**src/rtl/zeroriscy_d_sram_arb_if.sv**
```systemverilog
// Requester-side bus of the data SRAM arbiter (one instance per requester).
//   req/addr/we/be/wdata : request, held stable by the requester until gnt
//   gnt                  : combinational grant from the arbiter
//   rvalid/rdata/err     : response, one cycle after gnt
// master = requester (core LSU or DMA), slave = arbiter.
interface zeroriscy_d_sram_arb_if;
  logic        req;
  logic        gnt;
  logic [31:0] addr;
  logic        we;
  logic [3:0]  be;
  logic [31:0] wdata;
  logic        rvalid;
  logic [31:0] rdata;
  logic        err;

  modport master (output req, addr, we, be, wdata, input gnt, rvalid, rdata, err);
  modport slave  (input req, addr, we, be, wdata, output gnt, rvalid, rdata, err);
endinterface

```
**src/rtl/zeroriscy_d_sram_arb.sv**
```systemverilog
// Arbiter/sequencer for the 8-bank data SRAM (8 x 4K x 32b, 128 KB).
// Round-robin between the core LSU and DMA, with DMA burst locking bounded
// by DMA_MAX_BURST. Responses come back one cycle after grant.
//   clk, rst_n     : clock, synchronous active-low reset
//   core, dma      : requester buses (slave side)
//   dma_lock       : DMA asks to keep priority for its next request
//   sram_addr      : row to every bank
//   sram_cs        : one-hot bank select
//   sram_we/be/din : write strobe, byte enables, write data
//   sram_dout      : 256b read bus, bank i at [32*(7-i) +: 32]
module zeroriscy_d_sram_arb #(
  parameter logic [31:0] BASE_ADDR     = 32'h0010_0000,
  parameter int unsigned DMA_MAX_BURST = 4
) (
  input  logic                    clk,
  input  logic                    rst_n,
  zeroriscy_d_sram_arb_if.slave   core,
  zeroriscy_d_sram_arb_if.slave   dma,
  input  logic                    dma_lock,
  output logic [11:0]             sram_addr,
  output logic [7:0]              sram_cs,
  output logic                    sram_we,
  output logic [3:0]              sram_be,
  output logic [31:0]             sram_din,
  input  logic [255:0]            sram_dout
);

  localparam logic [31:0] WIN_BYTES    = 32'h0002_0000;
  localparam logic [3:0]  BURST_RELOAD = 4'(DMA_MAX_BURST - 1);

  logic        rr_last;     // 0: core won last, 1: DMA won last
  logic [3:0]  burst_cnt;
  logic        dma_win, core_win, any_gnt;
  logic [31:0] sel_addr, sel_wdata, off;
  logic        sel_we, in_win;
  logic [3:0]  sel_be;
  logic [2:0]  bank;

  logic        resp_core, resp_dma, resp_err, resp_rd;
  logic [2:0]  resp_bank;
  logic [31:0] bank_word [8];
  logic [31:0] rd_word;

  // DMA takes a tie while it holds a live burst lock, or when core won last.
  always_comb begin
    dma_win  = dma.req & (~core.req | (dma_lock & (burst_cnt != 4'd0)) | ~rr_last);
    core_win = core.req & ~dma_win;
  end

  // Reset gates grants so nothing reaches the SRAM while rst_n is low.
  assign core.gnt = rst_n & core_win;
  assign dma.gnt  = rst_n & dma_win;
  assign any_gnt  = core.gnt | dma.gnt;

  // Decode only the selected request; the loser's address is irrelevant.
  always_comb begin
    sel_addr  = dma_win ? dma.addr  : core.addr;
    sel_we    = dma_win ? dma.we    : core.we;
    sel_be    = dma_win ? dma.be    : core.be;
    sel_wdata = dma_win ? dma.wdata : core.wdata;
    off       = sel_addr - BASE_ADDR;
    in_win    = (sel_addr >= BASE_ADDR) && (off < WIN_BYTES);
    bank      = off[4:2];
  end

  assign sram_addr = off[16:5];
  assign sram_cs   = (any_gnt & in_win) ? (8'b1 << bank) : 8'b0;
  assign sram_we   = any_gnt & in_win & sel_we;
  assign sram_be   = sel_be;
  assign sram_din  = sel_wdata;

  always_ff @(posedge clk) begin
    if (!rst_n) begin
      rr_last   <= 1'b1;
      burst_cnt <= 4'd0;
      resp_core <= 1'b0;
      resp_dma  <= 1'b0;
      resp_bank <= 3'd0;
      resp_err  <= 1'b0;
      resp_rd   <= 1'b0;
    end else begin
      if (core.gnt)     rr_last <= 1'b0;
      else if (dma.gnt) rr_last <= 1'b1;

      // Lock only counts down while the core is actually being held off.
      if (core.gnt || !dma_lock)
        burst_cnt <= 4'd0;
      else if (dma.gnt && core.req)
        burst_cnt <= (burst_cnt == 4'd0) ? BURST_RELOAD : burst_cnt - 4'd1;

      resp_core <= core.gnt;
      resp_dma  <= dma.gnt;
      resp_bank <= bank;
      resp_err  <= any_gnt & ~in_win;
      resp_rd   <= any_gnt & in_win & ~sel_we;
    end
  end

  for (genvar i = 0; i < 8; i++) begin : g_bank
    assign bank_word[i] = sram_dout[32*(7-i) +: 32];
  end

  assign rd_word = resp_rd ? bank_word[resp_bank] : 32'h0;

  // Responses are also gated by rst_n so one in flight at reset is dropped.
  assign core.rvalid = rst_n & resp_core;
  assign core.rdata  = (rst_n & resp_core) ? rd_word : 32'h0;
  assign core.err    = rst_n & resp_core & resp_err;
  assign dma.rvalid  = rst_n & resp_dma;
  assign dma.rdata   = (rst_n & resp_dma) ? rd_word : 32'h0;
  assign dma.err     = rst_n & resp_dma & resp_err;

endmodule
```
**src/flat_wrapper.sv**
```systemverilog
// flat-port wrapper written by rule: the top's interface ports become plain ports
module zeroriscy_d_sram_arb_flat 
#(
  parameter logic [31:0] BASE_ADDR     = 32'h0010_0000,
  parameter int unsigned DMA_MAX_BURST = 4
)
  (clk, rst_n, dma_lock, sram_addr, sram_cs, sram_we, sram_be, sram_din, sram_dout, core_req, core_addr, core_we, core_be, core_wdata, core_gnt, core_rvalid, core_rdata, core_err, dma_req, dma_addr, dma_we, dma_be, dma_wdata, dma_gnt, dma_rvalid, dma_rdata, dma_err);
  zeroriscy_d_sram_arb_if core_i ();
  zeroriscy_d_sram_arb_if dma_i ();
  input  logic clk;
  input  logic rst_n;
  input  logic dma_lock;
  output logic [11:0] sram_addr;
  output logic [7:0] sram_cs;
  output logic sram_we;
  output logic [3:0] sram_be;
  output logic [31:0] sram_din;
  input  logic [255:0] sram_dout;
  input wire logic [$bits(core_i.req)-1:0] core_req;
  input wire logic [$bits(core_i.addr)-1:0] core_addr;
  input wire logic [$bits(core_i.we)-1:0] core_we;
  input wire logic [$bits(core_i.be)-1:0] core_be;
  input wire logic [$bits(core_i.wdata)-1:0] core_wdata;
  output wire logic [$bits(core_i.gnt)-1:0] core_gnt;
  output wire logic [$bits(core_i.rvalid)-1:0] core_rvalid;
  output wire logic [$bits(core_i.rdata)-1:0] core_rdata;
  output wire logic [$bits(core_i.err)-1:0] core_err;
  input wire logic [$bits(dma_i.req)-1:0] dma_req;
  input wire logic [$bits(dma_i.addr)-1:0] dma_addr;
  input wire logic [$bits(dma_i.we)-1:0] dma_we;
  input wire logic [$bits(dma_i.be)-1:0] dma_be;
  input wire logic [$bits(dma_i.wdata)-1:0] dma_wdata;
  output wire logic [$bits(dma_i.gnt)-1:0] dma_gnt;
  output wire logic [$bits(dma_i.rvalid)-1:0] dma_rvalid;
  output wire logic [$bits(dma_i.rdata)-1:0] dma_rdata;
  output wire logic [$bits(dma_i.err)-1:0] dma_err;
  assign core_i.req = core_req;
  assign core_i.addr = core_addr;
  assign core_i.we = core_we;
  assign core_i.be = core_be;
  assign core_i.wdata = core_wdata;
  assign core_gnt = core_i.gnt;
  assign core_rvalid = core_i.rvalid;
  assign core_rdata = core_i.rdata;
  assign core_err = core_i.err;
  assign dma_i.req = dma_req;
  assign dma_i.addr = dma_addr;
  assign dma_i.we = dma_we;
  assign dma_i.be = dma_be;
  assign dma_i.wdata = dma_wdata;
  assign dma_gnt = dma_i.gnt;
  assign dma_rvalid = dma_i.rvalid;
  assign dma_rdata = dma_i.rdata;
  assign dma_err = dma_i.err;
  zeroriscy_d_sram_arb #(.BASE_ADDR(BASE_ADDR), .DMA_MAX_BURST(DMA_MAX_BURST)) u_core (.clk(clk), .rst_n(rst_n), .core(core_i), .dma(dma_i), .dma_lock(dma_lock), .sram_addr(sram_addr), .sram_cs(sram_cs), .sram_we(sram_we), .sram_be(sram_be), .sram_din(sram_din), .sram_dout(sram_dout));
endmodule
```
**config.mk**
```make
export PLATFORM = sky130hd
export DESIGN_NAME = zeroriscy_d_sram_arb_flat
export DESIGN_NICKNAME = d
export VERILOG_FILES = /design/src/rtl/zeroriscy_d_sram_arb_if.sv /design/src/rtl/zeroriscy_d_sram_arb.sv /design/src/flat_wrapper.sv
export SDC_FILE = /design/constraint.sdc
export NUM_CORES = 1
export LEC_CHECK = 0
export ABC_AREA = 0
export BUFFER_PORTS_ARGS = -buffer_cell sky130_fd_sc_hd__buf_2
export CAP_MARGIN = 15
export CORE_AREA = 2 2 202 204
export CTS_CLUSTER_SIZE = 16
export DETAILED_ROUTE_END_ITERATION = 10
export DIE_AREA = 0 0 204 206
export PLACE_DENSITY = 0.43
export REMOVE_ABC_BUFFERS = 1
export SLEW_MARGIN = 20
export SYNTH_ARGS = -nofsm -noshare
export SYNTH_HDL_FRONTEND = slang
export SYNTH_SLANG_ARGS = --single-unit
```
**constraint.sdc**
```tcl
create_clock -name clk -period 6.05 [get_ports clk]
set_input_delay 1.21 -clock clk [delete_from_list [all_inputs] [get_ports clk]]
set_output_delay 1.21 -clock clk [all_outputs]
set_load 0.02 [all_outputs]
```
== Word level (Yosys, flattened, before mapping) ==
Index checks and enable logic that the tools add are counted.
Word-level totals
  flip-flop bits (word level): 12
  output and inout bits: 127
  logic and storage cells: 58
Operators by class
  add/sub/neg operators: 2
  order comparisons: 3
  shift-type cells: 1
  mux-type cells: 14
  bitwise gates (word level): 23
  reductions and logical operators: 8
Operator list (count)
  two-way mux 32 bit: 7
  binary-select mux 32 bit (select 3 bit): 1
  greater-or-equal comparator 32 x 21 -> 1 bit (second input constant): 1
  < comparator 32 x 18 -> 1 bit (second input constant): 1
  subtractor 32 x 21 -> 32 bit (second input constant): 1
  bitwise AND 1 bit: 13
  two-way mux 4 bit: 2
  two-way mux 8 bit: 1
  left shift 1 x 3 -> 8 bit (first input constant): 1
  inverter 1 bit: 6
  greater-or-equal comparator 4 bit (second input constant): 1
  logical NOT 4 bit: 1
  inverter 3 -> 4 bit: 1
  nonzero test 4 bit: 1
  subtractor 4 x 1 -> 4 bit (second input constant): 1
  two-way mux 1 bit: 3
  OR 1 bit: 3
  logical AND 1 bit: 2
  nonzero test 2 bit: 1
  OR reduction 2 bit: 1
  logical NOT 1 bit: 1
  logical OR 1 bit: 1

== Depth between registers and ports, before layout ==
  word-level depth: 11
  gate-level depth with buffers: 9
  mapped depth without buffers: 6

== Least setup slack after synthesis ==
Ideal clock, no wire load.
  kind: input to output
  from: in core_req
  to: out sram_cs[0]
  arrival time: 2.692 ns
  path slack: 2.148 ns
  cell stages on the path: 5
  path buffers: 1
  path through: buf_6 -> and2_4 -> o22a_1 -> or3_4 -> a211oi_1
On the way
  cells in the longest elaborated chain, start to end: 10
  elaborated cells between the ends (all ways): 17
RTL lines
  start: declaration: line flat_wrapper.sv:19  | input wire logic [$bits(core_i.req)-1:0] core_req;
  inverter 1 bit: line zeroriscy_d_sram_arb.sv:46  | dma_win = dma.req & (~core.req | (dma_lock & (burst_cnt != 4'd0)) | ~rr_last);
  OR 1 bit (2 in series): line zeroriscy_d_sram_arb.sv:46
  bitwise AND 1 bit: line zeroriscy_d_sram_arb.sv:46
  two-way mux 32 bit / inverter 1 bit (equally long branches): line zeroriscy_d_sram_arb.sv:57, zeroriscy_d_sram_arb.sv:47
  subtractor 32 x 21 -> 32 bit / bitwise AND 1 bit (equally long branches): line zeroriscy_d_sram_arb.sv:61, zeroriscy_d_sram_arb.sv:47
  < comparator 32 x 18 -> 1 bit / bitwise AND 1 bit (equally long branches): line zeroriscy_d_sram_arb.sv:62, zeroriscy_d_sram_arb.sv:51
  logical AND 1 bit / OR 1 bit (equally long branches): line zeroriscy_d_sram_arb.sv:62, zeroriscy_d_sram_arb.sv:53
  bitwise AND 1 bit: line zeroriscy_d_sram_arb.sv:67  | assign sram_cs = (any_gnt & in_win) ? (8'b1 << bank) : 8'b0;
  two-way mux 8 bit *: line zeroriscy_d_sram_arb.sv:67
  end: declaration: line flat_wrapper.sv:14  | output logic [7:0] sram_cs;
Mark *: on every way between the ends. The rest lies on a longest branch, timed or not.

== Worst setup path in the final report ==
  from: in dma_addr[24]
  to: out sram_cs[0]
On the way
  cells in the longest elaborated chain, start to end: 6
  elaborated cells between the ends (all ways): 7
RTL lines
  start: declaration: line flat_wrapper.sv:29  | input wire logic [$bits(dma_i.addr)-1:0] dma_addr;
  two-way mux 32 bit *: line zeroriscy_d_sram_arb.sv:57  | sel_addr = dma_win ? dma.addr : core.addr;
  subtractor 32 x 21 -> 32 bit: line zeroriscy_d_sram_arb.sv:61  | off = sel_addr - BASE_ADDR;
  < comparator 32 x 18 -> 1 bit: line zeroriscy_d_sram_arb.sv:62  | in_win = (sel_addr >= BASE_ADDR) && (off < WIN_BYTES);
  logical AND 1 bit *: line zeroriscy_d_sram_arb.sv:62
  bitwise AND 1 bit *: line zeroriscy_d_sram_arb.sv:67
  two-way mux 8 bit *: line zeroriscy_d_sram_arb.sv:67
Marked as above.

==> results.txt <==
For the maximum vdd drop, the log shows 0.0592 mV. The critical path goes through buf_2, nor4_1, nand4_1, or3_4, a211oi_1, buf_2. The tools report the clock net sink count as 12. Yosys mapped a number of flops with a built-in enable equal to 0. The clock period could shrink to 4.47 ns. For the pin with the worst max-slew slack, the measured transition is 0.967 ns. In this run the static leakage power is 0.00359 uW.

The starting density of the core was 9.89%. The logs give 0 for the number of remaining DRC errors and 40200 um2 for the area of the core. The post-detailed-route via-to-cell ratio is 3.86, and the least setup slack across all paths after layout is 1.58 ns. The worst path uses 73.8% of the clock period.

The async set-reset flop share out of synthesis was 0%; the flop and latch count out of synthesis was 12. Compared with the post-synthesis result, the final layout area differs by 78.1%. The run gives 6980 um2 as the instance area after placement. The overall fraction of global-route tracks in use is 12.1%. In the final timing run, aggregate negative setup slack is 0 ns. The run gives 526 as the count of pins on the block boundary. Before CTS, the worst setup slack after placement is 1.59 ns. Measured against its own limit, the worst slew margin works out to 35.6%. Stage delay of the slowest cell on the critical path: 0.51 ns. Data on the critical path is required at its endpoint by 4.84 ns. The longest clock path from root to sink contains 2 buffers. The logs give 7080 um2 for the final non-filler cell area and 1 for the CTS H-tree depth. The class of the tightest hold or removal check is register to register. The final layout contains routed wiring with a total length of 27800 um. The cts-stage hold buffer count came out at 0.

Across the run, the number of max-cap violations was 0. The logs give 0 for the final count of pins violating max slew and 5876 for the number of global-route vias before repair. Synthesis produced 499 cells. After synthesis, the cell types taking the most area are sky130_fd_sc_hd__mux4_2 27%, sky130_fd_sc_hd__nand2_1 18%, sky130_fd_sc_hd__mux4_1 11%. The CTS root buffer is sky130_fd_sc_hd__clkbuf_16. Leaving out fill and tap cells, the most frequent cell in the layout is sky130_fd_sc_hd__buf_2.

The summed instance area of the synthesized netlist was 3970 um2. The residual overflow from global routing was 0; the routed wirelength normalized by instance count was 18.4 um. The run gives 74 as the row count.

By startpoint and endpoint, the worst setup path is classified as input pin to primary output. The largest individual stage delay along the critical path comes from the cell sky130_fd_sc_hd__nor4_1. The first-iteration detailed-routing DRC count is 280, and the initial antenna violation count is 17. Input and output buffers added on the ports amount to 521. The congestion estimate from routability-driven global placement came to 0.826. For the count of synthesis-stage warnings from yosys, the log shows 0. At the end of the flow, the number of nets in the layout was 1379.

Clock-pin slew was measured on the worst setup and hold paths at 0.05 ns. In this run the worst path has a maximum fanout of 4. The flow ran to the end, and the final reports show no timing, DRC or antenna violations. Before antenna repair, the detailed router went through 4 iterations. The tools report the hold violation total from the final report as 0. TritonCTS built the clock tree.

Dominant synthesized flop cell: sky130_fd_sc_hd__dfxtp_1. The placed wire-length estimate after detailed placement was 23900 um; the quantity of gates resized following cts was 0. Setup repair after global routing left no endpoint under its margin.

Buffers inserted during clock tree synthesis total 3. The die is 204 um wide. For the number of vias after detailed routing, the log shows 5847. The maximum number of pins on one net before global-route repair was 60; the remaining number of nets flagged by the antenna check after routing was 0. The clock reaches the later pin of the worst-skew pair after 0.25 ns. The post-route netlist has 64.5% of its cells at a drive strength greater than 1. The timing-limited maximum frequency is 0.224 GHz. The wire length of the first global-routing pass is 37000 um. Setup violations remaining at the end of the flow were counted as 0. Counting stages on the worst path, the most repeated cell is sky130_fd_sc_hd__buf_2. The endpoint type of the worst setup path was a primary output. The worst setup path is launched from an input pin. The core occupancy in the finished layout is 17.6%.

Dividing the synthesized area by the synthesized cell count gives 7.96 um2. The height of the chip works out to 206 um. Counting distinct cell types in the post-synthesis netlist gives 40.

Buffers added to address setup during post-CTS repair amount to 0. The portion of synthesized cell area occupied by the leading cell type is 27.2%, and the die footprint is 42000 um2. The clock skew after layout was 0.000934 ns. The library cells used most frequently in the layout, excluding fill and tap cells, are 521 x sky130_fd_sc_hd__buf_2, 189 x sky130_fd_sc_hd__nand2_1, 71 x sky130_fd_sc_hd__nor2_1. Summing the sequential cell areas from Yosys gives 6.05% of the chip area.

For the worst setup path, the data arrival time is 3.26 ns. For this design the ratio of total power to cell area is 98.5 nW/um2. Of all cell types, the one taking the most synthesized area is sky130_fd_sc_hd__mux4_2.
## power by group
group          switching, uW  leakage, uW  internal, uW
Combinational            211      0.00345           243
Sequential              18.5     0.000100          82.6
Clock                   41.7    0.0000442           100
Total                    272      0.00359           426
## registers in the layout (all words and copies together), names as in the netlist
register	cells
u_core.resp_rd	1
u_core.resp_dma	1
u_core.rr_last	1
u_core.resp_err	1
u_core.resp_bank	3
u_core.burst_cnt	4
u_core.resp_core	1
## per-layer routing
metal,vias to the layer above,track usage (%),part of all wire [%]
li1,2738,-,-
met1,2694,12.8,37
met2,364,24.3,53
met3,47,1.81,7.3
met4,4,3.52,2.7
met5,-,0,0.11
## cells by family (layout without fill, tap and decap cells)
family | count (synthesis) | count (layout) | synth area share (%)
buffers and inverters | 60 | 539 | 9.19
flip-flops | 12 | 12 | 6.05
AND/OR/NAND/NOR | 303 | 303 | 31.7
multiplexers | 102 | 102 | 48.4
other | 0 | 4 | 0
adder cells (fa/ha/maj) | 1 | 1 | 0.315
AO/OA/AOI/OAI | 21 | 21 | 4.31
## worst paths after layout
kind         depth (start not counted)           startpoint                  end  slack [ns]
max                                  6         dma_addr[24]           sram_cs[0]        1.58
max reg2reg                          7  u_core.burst_cnt[0]       u_core.resp_rd        3.78
min reg2reg                          2  u_core.burst_cnt[2]  u_core.burst_cnt[2]        0.53
min                                  2  u_core.burst_cnt[2]  u_core.burst_cnt[2]        0.53
## worst max-delay path, delay by kind of cell
family / cells / cell delay [ns]
and+or+nand+nor: 3 / 1.36
buffers and inverters: 2 / 0.36
AOI/OAI and AO/OA: 1 / 0.32
## through the flow
step                      instances  hold WS [ns]  power [uW]
after floorplan                 445         0.492         339
after global placement         1506         0.513         559
after detailed placement       1506         0.522         564
after CTS                      1510         0.529         714
after global routing           1514         0.562         747
final                          1514         0.527         697
## synth_stat cells, types with 2 or more instances
library cell / count
sky130_fd_sc_hd__a211oi_1: 7
sky130_fd_sc_hd__a21oi_1: 5
sky130_fd_sc_hd__and3_1: 3
sky130_fd_sc_hd__and4_1: 2
sky130_fd_sc_hd__buf_2: 13
sky130_fd_sc_hd__buf_4: 17
sky130_fd_sc_hd__buf_6: 8
sky130_fd_sc_hd__clkbuf_1: 15
sky130_fd_sc_hd__dfxtp_1: 12
sky130_fd_sc_hd__inv_1: 6
sky130_fd_sc_hd__mux2_2: 33
sky130_fd_sc_hd__mux2i_1: 5
sky130_fd_sc_hd__mux4_1: 16
sky130_fd_sc_hd__mux4_2: 48
sky130_fd_sc_hd__nand2_1: 191
sky130_fd_sc_hd__nand2_2: 3
sky130_fd_sc_hd__nand3_1: 6
sky130_fd_sc_hd__nand4_1: 4
sky130_fd_sc_hd__nor2_1: 71
sky130_fd_sc_hd__nor2b_1: 4
sky130_fd_sc_hd__nor3_1: 4
sky130_fd_sc_hd__nor4_1: 6
sky130_fd_sc_hd__nor4b_1: 2
sky130_fd_sc_hd__o21ai_0: 2
## final cells by class
cell class                      instances  area, um2
Antenna cell                            4       10.0
Clock buffer                            4       88.8
Fill cell                            4631      33100
Inverter                                6       22.5
Multi-Input combinational cell        427       3370
Sequential cell                        12        250
Tap cell                              532        666
Timing Repair Buffer                  529       2670
Note: power is estimated with default switching activity, not from simulation.
